[src/rtl/pusch_par_scrambler.sv]
// DATA_W-bit-per-clock PUSCH / msgA PUSCH scrambler with integrated Gold sequence generator.
// Optional macro PSC_PLACEHOLDER_EN adds x/y masks that force or repeat output bits for UCI.
module pusch_par_scrambler #(
    parameter int DATA_W = 8,
    parameter int NC     = 1600
) (
    input  logic              CLK_PSC,
    input  logic              RST_PSC,
    input  logic              cfg_start,
    input  logic              cfg_msga,
    input  logic [9:0]        cfg_n_id,
    input  logic [15:0]       cfg_rnti,
    input  logic [5:0]        cfg_rapid,
    input  logic [DATA_W-1:0] in_data,
    input  logic              in_valid,
    input  logic              in_last,
    output logic              in_ready,
`ifdef PSC_PLACEHOLDER_EN
    input  logic [DATA_W-1:0] in_x_mask,
    input  logic [DATA_W-1:0] in_y_mask,
`endif
    output logic [DATA_W-1:0] out_data,
    output logic              out_valid,
    output logic              out_last,
    input  logic              out_ready,
    output logic              busy
);

    localparam int WARM_CYC = NC / DATA_W;
    localparam int CNT_W    = (WARM_CYC > 1) ? $clog2(WARM_CYC) : 1;
    localparam logic [CNT_W-1:0] WARM_LAST = CNT_W'(WARM_CYC - 1);

    typedef enum logic [1:0] {
        S_IDLE,
        S_INIT,
        S_WARMUP,
        S_RUN
    } state_t;

    state_t state_reg, state_next;

    logic              cfg_msga_reg;
    logic [9:0]        cfg_n_id_reg;
    logic [15:0]       cfg_rnti_reg;
    logic [5:0]        cfg_rapid_reg;
    logic [30:0]       c_init_next;
    logic [30:0]       x1_reg, x2_reg;
    logic [CNT_W-1:0]  cnt_reg;
    logic [DATA_W-1:0] out_data_reg;
    logic              out_valid_reg, out_last_reg;
    logic              accept;
    logic [DATA_W-1:0] c_bits;
    logic [DATA_W-1:0] scr_bits;

    // Register bit k of each LFSR holds x(n+k); the walk arrays unroll DATA_W steps.
    logic [30:0] x1_walk [0:DATA_W];
    logic [30:0] x2_walk [0:DATA_W];

    assign x1_walk[0] = x1_reg;
    assign x2_walk[0] = x2_reg;

    genvar gi;
    generate
        for (gi = 0; gi < DATA_W; gi++) begin : g_gold
            assign c_bits[gi]     = x1_walk[gi][0] ^ x2_walk[gi][0];
            assign x1_walk[gi+1]  = {x1_walk[gi][3] ^ x1_walk[gi][0], x1_walk[gi][30:1]};
            assign x2_walk[gi+1]  = {x2_walk[gi][3] ^ x2_walk[gi][2] ^ x2_walk[gi][1] ^ x2_walk[gi][0],
                                     x2_walk[gi][30:1]};
        end
    endgenerate

`ifdef PSC_PLACEHOLDER_EN
    logic last_bit_reg;

    // y repeats the previous output bit; bit 0 looks back into the previous beat.
    generate
        for (gi = 0; gi < DATA_W; gi++) begin : g_scr
            logic prev_bit;
            logic s_bit;
            if (gi == 0) begin : g_first
                assign prev_bit = last_bit_reg;
            end else begin : g_rest
                assign prev_bit = g_scr[gi-1].s_bit;
            end
            assign s_bit = in_x_mask[gi] ? 1'b1 :
                           in_y_mask[gi] ? prev_bit : (in_data[gi] ^ c_bits[gi]);
            assign scr_bits[gi] = s_bit;
        end
    endgenerate
`else
    assign scr_bits = in_data ^ c_bits;
`endif

    always_comb begin
        c_init_next = {cfg_rnti_reg, 15'd0} + 31'(cfg_n_id_reg);
        if (cfg_msga_reg) begin
            c_init_next = {cfg_rnti_reg[14:0], 16'd0} + (31'(cfg_rapid_reg) << 10) + 31'(cfg_n_id_reg);
        end
    end

    assign in_ready  = (state_reg == S_RUN) && (!out_valid_reg || out_ready);
    assign accept    = in_valid && in_ready;
    assign busy      = (state_reg != S_IDLE);
    assign out_data  = out_data_reg;
    assign out_valid = out_valid_reg;
    assign out_last  = out_last_reg;

    always_comb begin
        state_next = state_reg;
        case (state_reg)
            S_IDLE:   state_next = S_IDLE;
            S_INIT:   state_next = S_WARMUP;
            S_WARMUP: if (cnt_reg == WARM_LAST) state_next = S_RUN;
            S_RUN:    if (accept && in_last) state_next = S_IDLE;
            default:  state_next = S_IDLE;
        endcase
        // A new configuration always wins, even over the final beat of a codeword.
        if (cfg_start) state_next = S_INIT;
    end

    always_ff @(posedge CLK_PSC) begin
        if (!RST_PSC) begin
            state_reg     <= S_IDLE;
            cfg_msga_reg  <= 1'b0;
            cfg_n_id_reg  <= '0;
            cfg_rnti_reg  <= '0;
            cfg_rapid_reg <= '0;
            x1_reg        <= '0;
            x2_reg        <= '0;
            cnt_reg       <= '0;
            out_data_reg  <= '0;
            out_valid_reg <= 1'b0;
            out_last_reg  <= 1'b0;
`ifdef PSC_PLACEHOLDER_EN
            last_bit_reg  <= 1'b0;
`endif
        end else begin
            state_reg <= state_next;

            if (cfg_start) begin
                cfg_msga_reg  <= cfg_msga;
                cfg_n_id_reg  <= cfg_n_id;
                cfg_rnti_reg  <= cfg_rnti;
                cfg_rapid_reg <= cfg_rapid;
            end

            if (state_reg == S_INIT) begin
                x1_reg  <= 31'h1;
                x2_reg  <= c_init_next;
                cnt_reg <= '0;
            end else if (state_reg == S_WARMUP) begin
                x1_reg  <= x1_walk[DATA_W];
                x2_reg  <= x2_walk[DATA_W];
                cnt_reg <= cnt_reg + CNT_W'(1);
            end else if (accept) begin
                x1_reg  <= x1_walk[DATA_W];
                x2_reg  <= x2_walk[DATA_W];
            end

            // Output register drains independently of state so aborts keep a pending beat.
            if (accept) begin
                out_data_reg  <= scr_bits;
                out_valid_reg <= 1'b1;
                out_last_reg  <= in_last;
            end else if (out_ready) begin
                out_valid_reg <= 1'b0;
            end

`ifdef PSC_PLACEHOLDER_EN
            if (state_reg == S_INIT) begin
                last_bit_reg <= 1'b0;
            end else if (accept) begin
                last_bit_reg <= scr_bits[DATA_W-1];
            end
`endif
        end
    end

endmodule
[config.mk]
export PLATFORM = sky130hd
export DESIGN_NAME = pusch_par_scrambler
export DESIGN_NICKNAME = d
export VERILOG_FILES = /design/src/rtl/pusch_par_scrambler.sv
export SDC_FILE = /design/constraint.sdc
export NUM_CORES = 1
export LEC_CHECK = 0
export BUFFER_PORTS_ARGS = -buffer_cell sky130_fd_sc_hd__buf_4
export CAP_MARGIN = 15
export CORE_ASPECT_RATIO = 1.5
export CORE_MARGIN = 5
export CORE_UTILIZATION = 43
export DETAILED_ROUTE_END_ITERATION = 10
export HOLD_SLACK_MARGIN = 0.12
export PLACE_DENSITY = 0.68
export SYNTH_ARGS = -nofsm -noshare
export SYNTH_HDL_FRONTEND = slang
export SYNTH_SLANG_ARGS = --single-unit
[constraint.sdc]
create_clock -name CLK_PSC -period 2.2 [get_ports CLK_PSC]
set_clock_uncertainty 0.05 [all_clocks]
set_input_delay 0.44 -clock CLK_PSC [delete_from_list [all_inputs] [get_ports CLK_PSC]]
set_output_delay 0.44 -clock CLK_PSC [all_outputs]
set_load 0.01 [all_outputs]
==> qor.txt <==
Post CTS Setup Buffer Count - 0
Fin Hold WS - 0.2148 ns
Clk Latency, worst-skew pair - 0.41 ns
Leak - 2.342 nW
share of cells above drive strength 1 - 0.1857
WS Path Type - register to register
Fin. Hold Viols - 0
crit start category - register
Die Y - 142.4 um
# setup viols final - 0
CP max stage delay - 0.39 ns
DRC violations left - 0
post-cts resize count - 0
CTS H-tree depth - 4
Post-CTS Hold Buffers - 0
Critical Path Fanout Max - 18
Warnings, synthesis - 0
Worst Hold Class - input pin to register
vias in the first global route - 4077
most instantiated cells after synthesis - 126 x nand2_1, 115 x dfxtp_1, 54 x nor2_1
GPL Wtd Cong - 0.8739
Routed met3 length - 488 um
via count - 4032
ANT cells - 0
leading area contributor after synthesis - dfxtp_1
DP Wirelength - 8.085 mm
crit share post-route - 0.8939
Area Growth Syn to Fin - 22.71%
status - complete, no violations
drt pass-1 iters - 4
hold path depth - 3
fill count - 1055
Root Driver - clkbuf_16
Critical Path AT - 2.25 ns
unrepaired setup endpoints after global routing - no
clock-pin slew on the worst setup and hold paths - 0.05 ns
Yosys reg bits - 115
P per Cell Area - 912.1 nW/um^2
syn_area_per_cell - 8.829 sq um
CTS Buffer Depth - 2
max-cap violations - 0
Initial Util - 0.4379
Die Width - 98.25 um
sequential element share of the synthesized area - 0.4583
top cell type's share of synthesized area - 0.4583
slew margin rel. - 0.6318
# IOs - 59
met2 wire len - 6.284 mm
DR iter-0 viols - 173
full die area - 13990 sq um
DP Area - 5547 sq um
final wirelength - 11.70 mm
cells after synthesis - 569
DR WL/cell - 15.00 um
largest net degree at the start of global routing - 53
post-route setup TNS - 0 ns
Synth Flop Type - dfxtp_1
Area contributors post-synth - dfxtp_1 46%, nand2_1 9.4%, mux2i_1 8.4%, xnor2_1 6.5%, nor2_1 4.0%
remaining global-route overflow - 0
final net count - 670
CP max stage cell - dfxtp_1
R2R cell count - 6
post-synth cell types - 40
first-pass GRT wire length - 19.27 mm
CTS tree - built
most frequent cell after synthesis - nand2_1
vias per cell - 5.169
Synthesized Nets - 622
Max VDD drop - 669.4 uV
EDFF count, synth - 0
clock tree sinks - 115
GRT Overall Usage - 0.1719
num rows - 48
synthesized cell area - 5024 sq um
Routed Antenna Nets - 0
core area - 11470 sq um
highest routed metal layer - met4
clock buffer count from CTS - 17
final period demand of the worst path - 1.967 ns
fraction of registers with async set/reset - 0
Slew Limit Fails - 0
fmax - 508.5 MHz
Critical Path RT - 2.48 ns
initial antenna violation count - 0
Post-Route Utilization - 0.5374
DRT met1 WL - 4.612 mm
post-route cell area - 6165 sq um
crit path cell chain - ha_1 -> nand2_2 -> o21bai_4 -> buf_4 -> o21ai_0 -> o22ai_1
worst slew pin tran - 0.5523 ns
Crit. End Element - register
IO buf count - 58
==> cell type report <==
| cell class | instances | area (sq um) | area share |
|---|---|---|---|
| Multi-Input combinational cell | 412 | 2505 | 0.4063 |
| Sequential cell | 115 | 2302 | 0.3735 |
| Inverter | 5 | 18.77 | 0.003044 |
| Clock inverter | 11 | 157.7 | 0.02557 |
| Timing Repair Buffer | 66 | 533.0 | 0.08646 |
| Tap cell | 150 | 187.7 | 0.03044 |
| Clock buffer | 21 | 460.4 | 0.07469 |
==> power by group <==
group	switching [W]	internal, W	leakage (nW)
logic	0.000268	0.000249	1.10
clock network	0.000910	0.00194	0.306
registers	0.0000796	0.00218	0.939
==> cells in the final DEF (no fill, tap or decap), types with 7 or more instances in the layout <==
cell type  synthesis  final
a21oi_1           34     34
o21ai_0           29     29
mux2_2             8      8
a211oi_2           8      8
mux2i_1           42     42
xnor2_1           37     37
nand2_1          126    126
dfxtp_1          115    115
xor2_1             7      7
buf_4              8     63
clkbuf_16          0     17
nor2_1            54     54
a31oi_1           23     23
==> through the flow <==
step | power (W) | cells | setup slack [ns]
5_1_grt | 0.005845 | 780 | 0.08025
3_3_place_gp | 0.002799 | 748 | 0.3835
2_1_floorplan | 0.002643 | 569 | 0.6029
4_1_cts | 0.005672 | 780 | 0.2356
3_5_place_dp | 0.002809 | 748 | 0.2857
6_report | 0.005623 | 780 | 0.2334
==> cell families after synthesis <==
family | share of synthesized area
and+or+nand+nor | 0.1557
DFF | 0.4583
AOI/OAI and AO/OA | 0.1430
muxes | 0.1016
xor gates and xnor gates | 0.08120
buffers and inverters | 0.04533
adders and majority gates | 0.01494
==> worst max-delay path, delay by kind of cell (launching register included) <==
kind,cells,cell delay [ns]
compound gates,3,0.66
simple gates,1,0.13
flops,1,0.39
buf+inv,1,0.30
fa+ha+maj,1,0.34
==> per-layer routing <==
layer,vias to the layer above,global-route usage
met5,-,0
met4,0,0.08489
met3,24,0.05101
met2,99,0.3141
met1,1890,0.1781
li1,2019,-
==> final timing paths <==
path	slack, ns	startpoint	to
setup / recovery	0.23	state_reg[1]	x2_reg[27]
hold / removal	0.21	cfg_rnti[3]	cfg_rnti_reg[3]
setup reg to reg	0.23	state_reg[1]	x2_reg[27]
hold reg to reg	0.40	x1_reg[11]	x1_reg[11]
Note: power is estimated with default switching activity, not from simulation.
